File: config.mk
export PLATFORM = sky130hd
export DESIGN_NAME = rca_seq32
export DESIGN_NICKNAME = d
export VERILOG_FILES = /design/src/rtl/rca_seq32.sv
export SDC_FILE = /design/constraint.sdc
export NUM_CORES = 1
export LEC_CHECK = 0
export CORE_MARGIN = 2
export CORE_UTILIZATION = 50
export CTS_CLUSTER_DIAMETER = 40
export CTS_CLUSTER_SIZE = 12
export DETAILED_ROUTE_END_ITERATION = 12
export PLACE_DENSITY = 0.77
export SLEW_MARGIN = 30
export SYNTH_ARGS = -nofsm -noshare
export SYNTH_HDL_FRONTEND = slang
export SYNTH_SLANG_ARGS = --single-unit
export TNS_END_PERCENT = 5
File: constraint.sdc
create_clock -name clk -period 8 [get_ports clk]
set_clock_uncertainty 0.15 [all_clocks]
set_input_delay 1.6 -clock clk [delete_from_list [all_inputs] [get_ports clk]]
set_output_delay 1.6 -clock clk [all_outputs]
set_load 0.05 [all_outputs]
File: src/rtl/rca_seq32.sv
// Sequential 32-bit add/subtract built from one time-shared 8-bit ripple-carry slice.
// Define RCA_SEQ32_OVF_EN to add the registered signed-overflow output ovf.

module rca8 (
   input  logic [7:0] a,
   input  logic [7:0] b,
   input  logic       ci,
   output logic [7:0] s,
   output logic       co
);

   // Bit-serial carry chain, one full adder per bit
   always_comb begin : ripple
      logic c;
      c = ci;
      s = '0;
      for (int i = 0; i < 8; i++) begin
         s[i] = a[i] ^ b[i] ^ c;
         c    = (a[i] & b[i]) | (c & (a[i] ^ b[i]));
      end
      co = c;
   end

endmodule

module rca_seq32 (
   input  logic        clk,
   input  logic        rst_n,
   input  logic        in_valid,
   output logic        in_ready,
   input  logic [31:0] a,
   input  logic [31:0] b,
   input  logic        sub,
   output logic        out_valid,
   input  logic        out_ready,
   output logic [31:0] sum,
   output logic        cout,
`ifdef RCA_SEQ32_OVF_EN
   output logic        ovf,
`endif
   output logic        busy
);

   localparam int unsigned W  = 32;
   localparam int unsigned SW = 8;

   typedef enum logic [1:0] {IDLE, RUN, DONE} state_t;

   state_t         state_q, state_d;
   logic [W-1:0]   a_q, a_d;
   logic [W-1:0]   b_q, b_d;
   logic [W-1:0]   sum_q, sum_d;
   logic           c_q, c_d;
   logic [1:0]     k_q, k_d;
   logic           cout_q, cout_d;
   logic           in_ready_q, in_ready_d;
   logic           out_valid_q, out_valid_d;
   logic           busy_q, busy_d;
   logic [SW-1:0]  slice_s;
   logic           slice_co;
`ifdef RCA_SEQ32_OVF_EN
   logic           ovf_q, ovf_d;
`endif

   // The single shared slice, steered by k to bits 8k+7:8k
   rca8 u_rca8 (
      .a  (a_q[{k_q, 3'b000} +: SW]),
      .b  (b_q[{k_q, 3'b000} +: SW]),
      .ci (c_q),
      .s  (slice_s),
      .co (slice_co)
   );

   always_ff @(posedge clk or negedge rst_n) begin
      if (!rst_n) begin
         state_q     <= IDLE;
         a_q         <= '0;
         b_q         <= '0;
         sum_q       <= '0;
         c_q         <= 1'b0;
         k_q         <= 2'd0;
         cout_q      <= 1'b0;
         in_ready_q  <= 1'b1;
         out_valid_q <= 1'b0;
         busy_q      <= 1'b0;
`ifdef RCA_SEQ32_OVF_EN
         ovf_q       <= 1'b0;
`endif
      end else begin
         state_q     <= state_d;
         a_q         <= a_d;
         b_q         <= b_d;
         sum_q       <= sum_d;
         c_q         <= c_d;
         k_q         <= k_d;
         cout_q      <= cout_d;
         in_ready_q  <= in_ready_d;
         out_valid_q <= out_valid_d;
         busy_q      <= busy_d;
`ifdef RCA_SEQ32_OVF_EN
         ovf_q       <= ovf_d;
`endif
      end
   end

   always_comb begin
      state_d = state_q;
      a_d     = a_q;
      b_d     = b_q;
      sum_d   = sum_q;
      c_d     = c_q;
      k_d     = k_q;
      cout_d  = cout_q;
`ifdef RCA_SEQ32_OVF_EN
      ovf_d   = ovf_q;
`endif
      case (state_q)
         IDLE: begin
            if (in_valid) begin
               // Subtraction folds into the add as A + ~B + 1
               state_d = RUN;
               a_d     = a;
               b_d     = b ^ {W{sub}};
               c_d     = sub;
               k_d     = 2'd0;
            end
         end
         RUN: begin
            sum_d[{k_q, 3'b000} +: SW] = slice_s;
            c_d = slice_co;
            k_d = k_q + 2'd1;
            if (k_q == 2'd3) begin
               state_d = DONE;
               cout_d  = slice_co;
`ifdef RCA_SEQ32_OVF_EN
               ovf_d   = (a_q[W-1] == b_q[W-1]) & (slice_s[SW-1] != a_q[W-1]);
`endif
            end
         end
         DONE: begin
            if (out_ready) state_d = IDLE;
         end
         default: state_d = IDLE;
      endcase
      in_ready_d  = (state_d == IDLE);
      out_valid_d = (state_d == DONE);
      busy_d      = (state_d != IDLE);
   end

   assign in_ready  = in_ready_q;
   assign out_valid = out_valid_q;
   assign busy      = busy_q;
   assign sum       = sum_q;
   assign cout      = cout_q;
`ifdef RCA_SEQ32_OVF_EN
   assign ovf       = ovf_q;
`endif

endmodule

==> results.sh <==
export IMPL_status="finished, final reports clean"
export IMPL_min_path_type="reg -> reg"
export IMPL_syn_to_final_growth_pct=22.7
export IMPL_critPathMaxFanout=39
export IMPL_antenna_cells=0
export IMPL_post_cts_buffers=0
export IMPL_cts_tree="done"
export IMPL_dieArea_um2=11600
export IMPL_period_needed_ns=5.08
export IMPL_netlist_area_um2=5400
export IMPL_start_kind="flop"
export IMPL_yosysSeqAreaShare_pct=48.7
export IMPL_seqCellArea_um2=2630
export IMPL_die_w_um=108
export IMPL_clk_path_buf_depth=2
export IMPL_num_rows=37
export IMPL_r2r_cells=14
export IMPL_finalHoldViolations=0
export IMPL_setup_worst_path_start="k_q[0]$_DFFE_PN0P_"
export IMPL_cts_clk_slew_worst_paths_ns=0.09
export IMPL_dp_hpwl_um=7580
export IMPL_dp_slack_ns=2.91
export IMPL_rrSetupSlack_ns=2.92
export IMPL_core_area_um2=10400
export IMPL_fillCellCount=824
export IMPL_vias=3250
export IMPL_crit_arrival_ns=5.18
export IMPL_drt_first_pass_iters=4
export IMPL_ys_types=35
export IMPL_nets=545
export IMPL_setup_violations_final=0
export IMPL_max_freq_mhz=197
export IMPL_critPathRequiredTime_ns=8.10
export IMPL_grt_max_degree=65
export IMPL_rr_startpoint="k_q[0]$_DFFE_PN0P_"
export IMPL_drtIter0Drc=114
export IMPL_fin_area_um2=6620
export IMPL_peakVddDrop_mv=0.227
export IMPL_ant_nets=0
export IMPL_crit_end="sum[23]$_DFFE_PN0P_"
export IMPL_maxCapViolations=0
export IMPL_antenna_found_initial=0
export IMPL_htreeDepth=3
export IMPL_rsz0062_at_grt="no"
export IMPL_max_slew_margin_pct=40.1
export IMPL_start_util_pct=51.8
export IMPL_min_period_over_period_pct=63.5
export IMPL_clock_sinks=105
export IMPL_multi_input_area_um2=2470
export IMPL_grt_overflow=0
export IMPL_grt_pass1_vias=3392
export IMPL_synth_seq_cells=105
export IMPL_worst_slew_pin_slew_ns=0.899
export IMPL_gp_congestion=0.799
export IMPL_finalSetupTns_ns=0
export IMPL_drv_slew=0
export IMPL_portBuffers=104
export IMPL_endpoint_kind="flop"
export IMPL_drive_gt1_share_pct=26.8
export IMPL_setup_ws_ns=2.92
export IMPL_synthCells=374
export IMPL_grt_usage_pct=19.7
export IMPL_postCtsResizedCells=0
export IMPL_root_buffer="clkbuf_8"
export IMPL_wl_per_cell_um=17.6
export IMPL_critPathKind="reg -> reg"
export IMPL_cts_hold_buf=0
export IMPL_dieHeight_um=108
export IMPL_placed_cell_area_um2=6420
export IMPL_viasPerCell=5.39
export IMPL_io_pins=105
export IMPL_grt_first_pass_wirelength_um=17400
export IMPL_p_per_area_nw_per_um2=430
export IMPL_yosysWarnings=0
export IMPL_clk_latency_ns=0.37
export IMPL_syn_num_nets=457
export IMPL_p_leak_nw=2.77
export IMPL_finalWirelength_um=10600
export IMPL_reg2reg_to="sum[23]$_DFFE_PN0P_"
export IMPL_synth_area_per_cell_um2=14.4
export IMPL_numCtsBuffers=9
export IMPL_route_detailed_drc=0
==> stage by stage <==
| stage | power [mW] | utilization [%] | hold WS [ns] | cells |
|---|---|---|---|---|
| 6_report | 2.85 | 63.6 | 0.342 | 603 |
| 5_1_grt | 3.03 | 63.6 | 0.369 | 603 |
| 4_1_cts | 2.86 | 63.6 | 0.346 | 603 |
| 3_5_place_dp | 2.53 | 61.7 | 0.325 | 587 |
| 3_3_place_gp | 2.49 | 61.7 | 0.314 | 587 |
| 2_1_floorplan | 2.06 | - | 0.299 | 374 |
==> Yosys cell counts <==
cell	n	area [um^2]
a21oi_1	1	5.00
and3b_1	4	35.0
and4b_1	6	60.1
and4bb_2	4	50.1
buf_1	1	3.75
buf_2	12	60.1
buf_4	4	30.0
buf_6	9	101
clkbuf_1	4	15.0
clkbuf_2	1	5.00
dfrtp_1	104	2600
dfstp_2	1	26.3
fa_1	8	160
ha_1	6	75.1
inv_1	25	93.8
mux2_1	17	191
mux2_2	64	721
mux2i_1	1	10.0
mux4_1	2	52.6
mux4_2	14	315
nand2_1	12	45.0
nand2b_1	9	56.3
nand3b_1	1	7.51
nor2_1	1	3.75
nor3b_1	2	15.0
nor4b_1	2	17.5
nor4bb_1	4	40.0
o21ba_2	1	10.0
o221a_2	1	11.3
o22ai_1	1	6.26
o32ai_2	16	260
or2_2	1	6.26
or3b_1	2	17.5
or4b_1	1	10.0
xor2_1	32	280
==> state kept, by name (all words and copies together), names as in the netlist <==
signal / flops
a_q: 32
b_q: 32
sum: 32
k_q: 2
state_q: 2
busy: 1
c_q: 1
cout: 1
in_ready: 1
out_valid: 1
==> layout make-up <==
cell class,instances,area share [%]
multi-input combinational,213,37.3
tap,136,2.57
timing repair buffer,108,16.1
clock inverter,4,0.774
sequential,105,39.7
clock buffer,12,2.19
inverter,25,1.42
==> logic make-up (layout without fill, tap and decap cells) <==
group                    count (synthesis)  after routing  share of synthesized area, %
AO/OA/AOI/OAI                           20             20                          5.42
XOR/XNOR                                32             32                          5.19
adder cells (fa/ha/maj)                 14             14                          4.36
flip-flops                             105            105                          48.7
buffers and inverters                   56            149                          5.72
AND/OR/NAND/NOR                         49             49                          6.74
multiplexers                            98             98                          23.9
==> worst max-delay path: stages (launching register included) <==
cell and delay [ns]:
dfrtp_2 0.35, buf_4 0.42, mux4_2 0.56, inv_1 0.09, fa_1 0.18, fa_1 0.16, inv_1 0.04, fa_1 0.37
fa_1 0.40, fa_1 0.40, fa_1 0.39, fa_1 0.41, fa_1 0.50, and4bb_2 0.24, mux2_1 0.28
==> per-layer routing <==
layer	share of wire (%)	global-route usage (%)
met4	1.5	6.50
met3	3.9	2.78
met1	44	26.6
met2	51	33.1
met5	0	0
==> cells in the final DEF (no fill, tap or decap), types with 4 or more instances in the layout <==
cell and instances:
clkbuf_8 10, mux4_2 14, nand2_1 12, nand2b_1 8
mux2_1 17, dfrtp_1 103, xor2_1 32, inv_1 25
and4b_1 6, o32ai_2 16, ha_1 6, mux2_2 64
fa_1 8, and3b_1 4, nor4bb_1 4, buf_4 5
clkdlybuf4s50_1 102, and4bb_2 4
==> worst min path at each step <==
stage,start,slack (ns),cells past startpoint,to
2_1_floorplan,a_q[9]$_DFFE_PN0P_,0.30,1,a_q[9]$_DFFE_PN0P_
3_3_place_gp,a_q[9]$_DFFE_PN0P_,0.31,1,a_q[9]$_DFFE_PN0P_
3_5_place_dp,b_q[9]$_DFFE_PN0P_,0.32,1,b_q[9]$_DFFE_PN0P_
4_1_cts,b_q[9]$_DFFE_PN0P_,0.35,1,b_q[9]$_DFFE_PN0P_
5_1_grt,a_q[9]$_DFFE_PN0P_,0.37,1,a_q[9]$_DFFE_PN0P_
6_report,a_q[9]$_DFFE_PN0P_,0.34,1,a_q[9]$_DFFE_PN0P_
==> where the power goes <==
part	internal [mW]	switching (mW)
logic	0.749	0.884
clock network	0.154	0.180
registers	0.753	0.126
total	1.66	1.19
No activity file was read; power rests on OpenSTA's default activity.
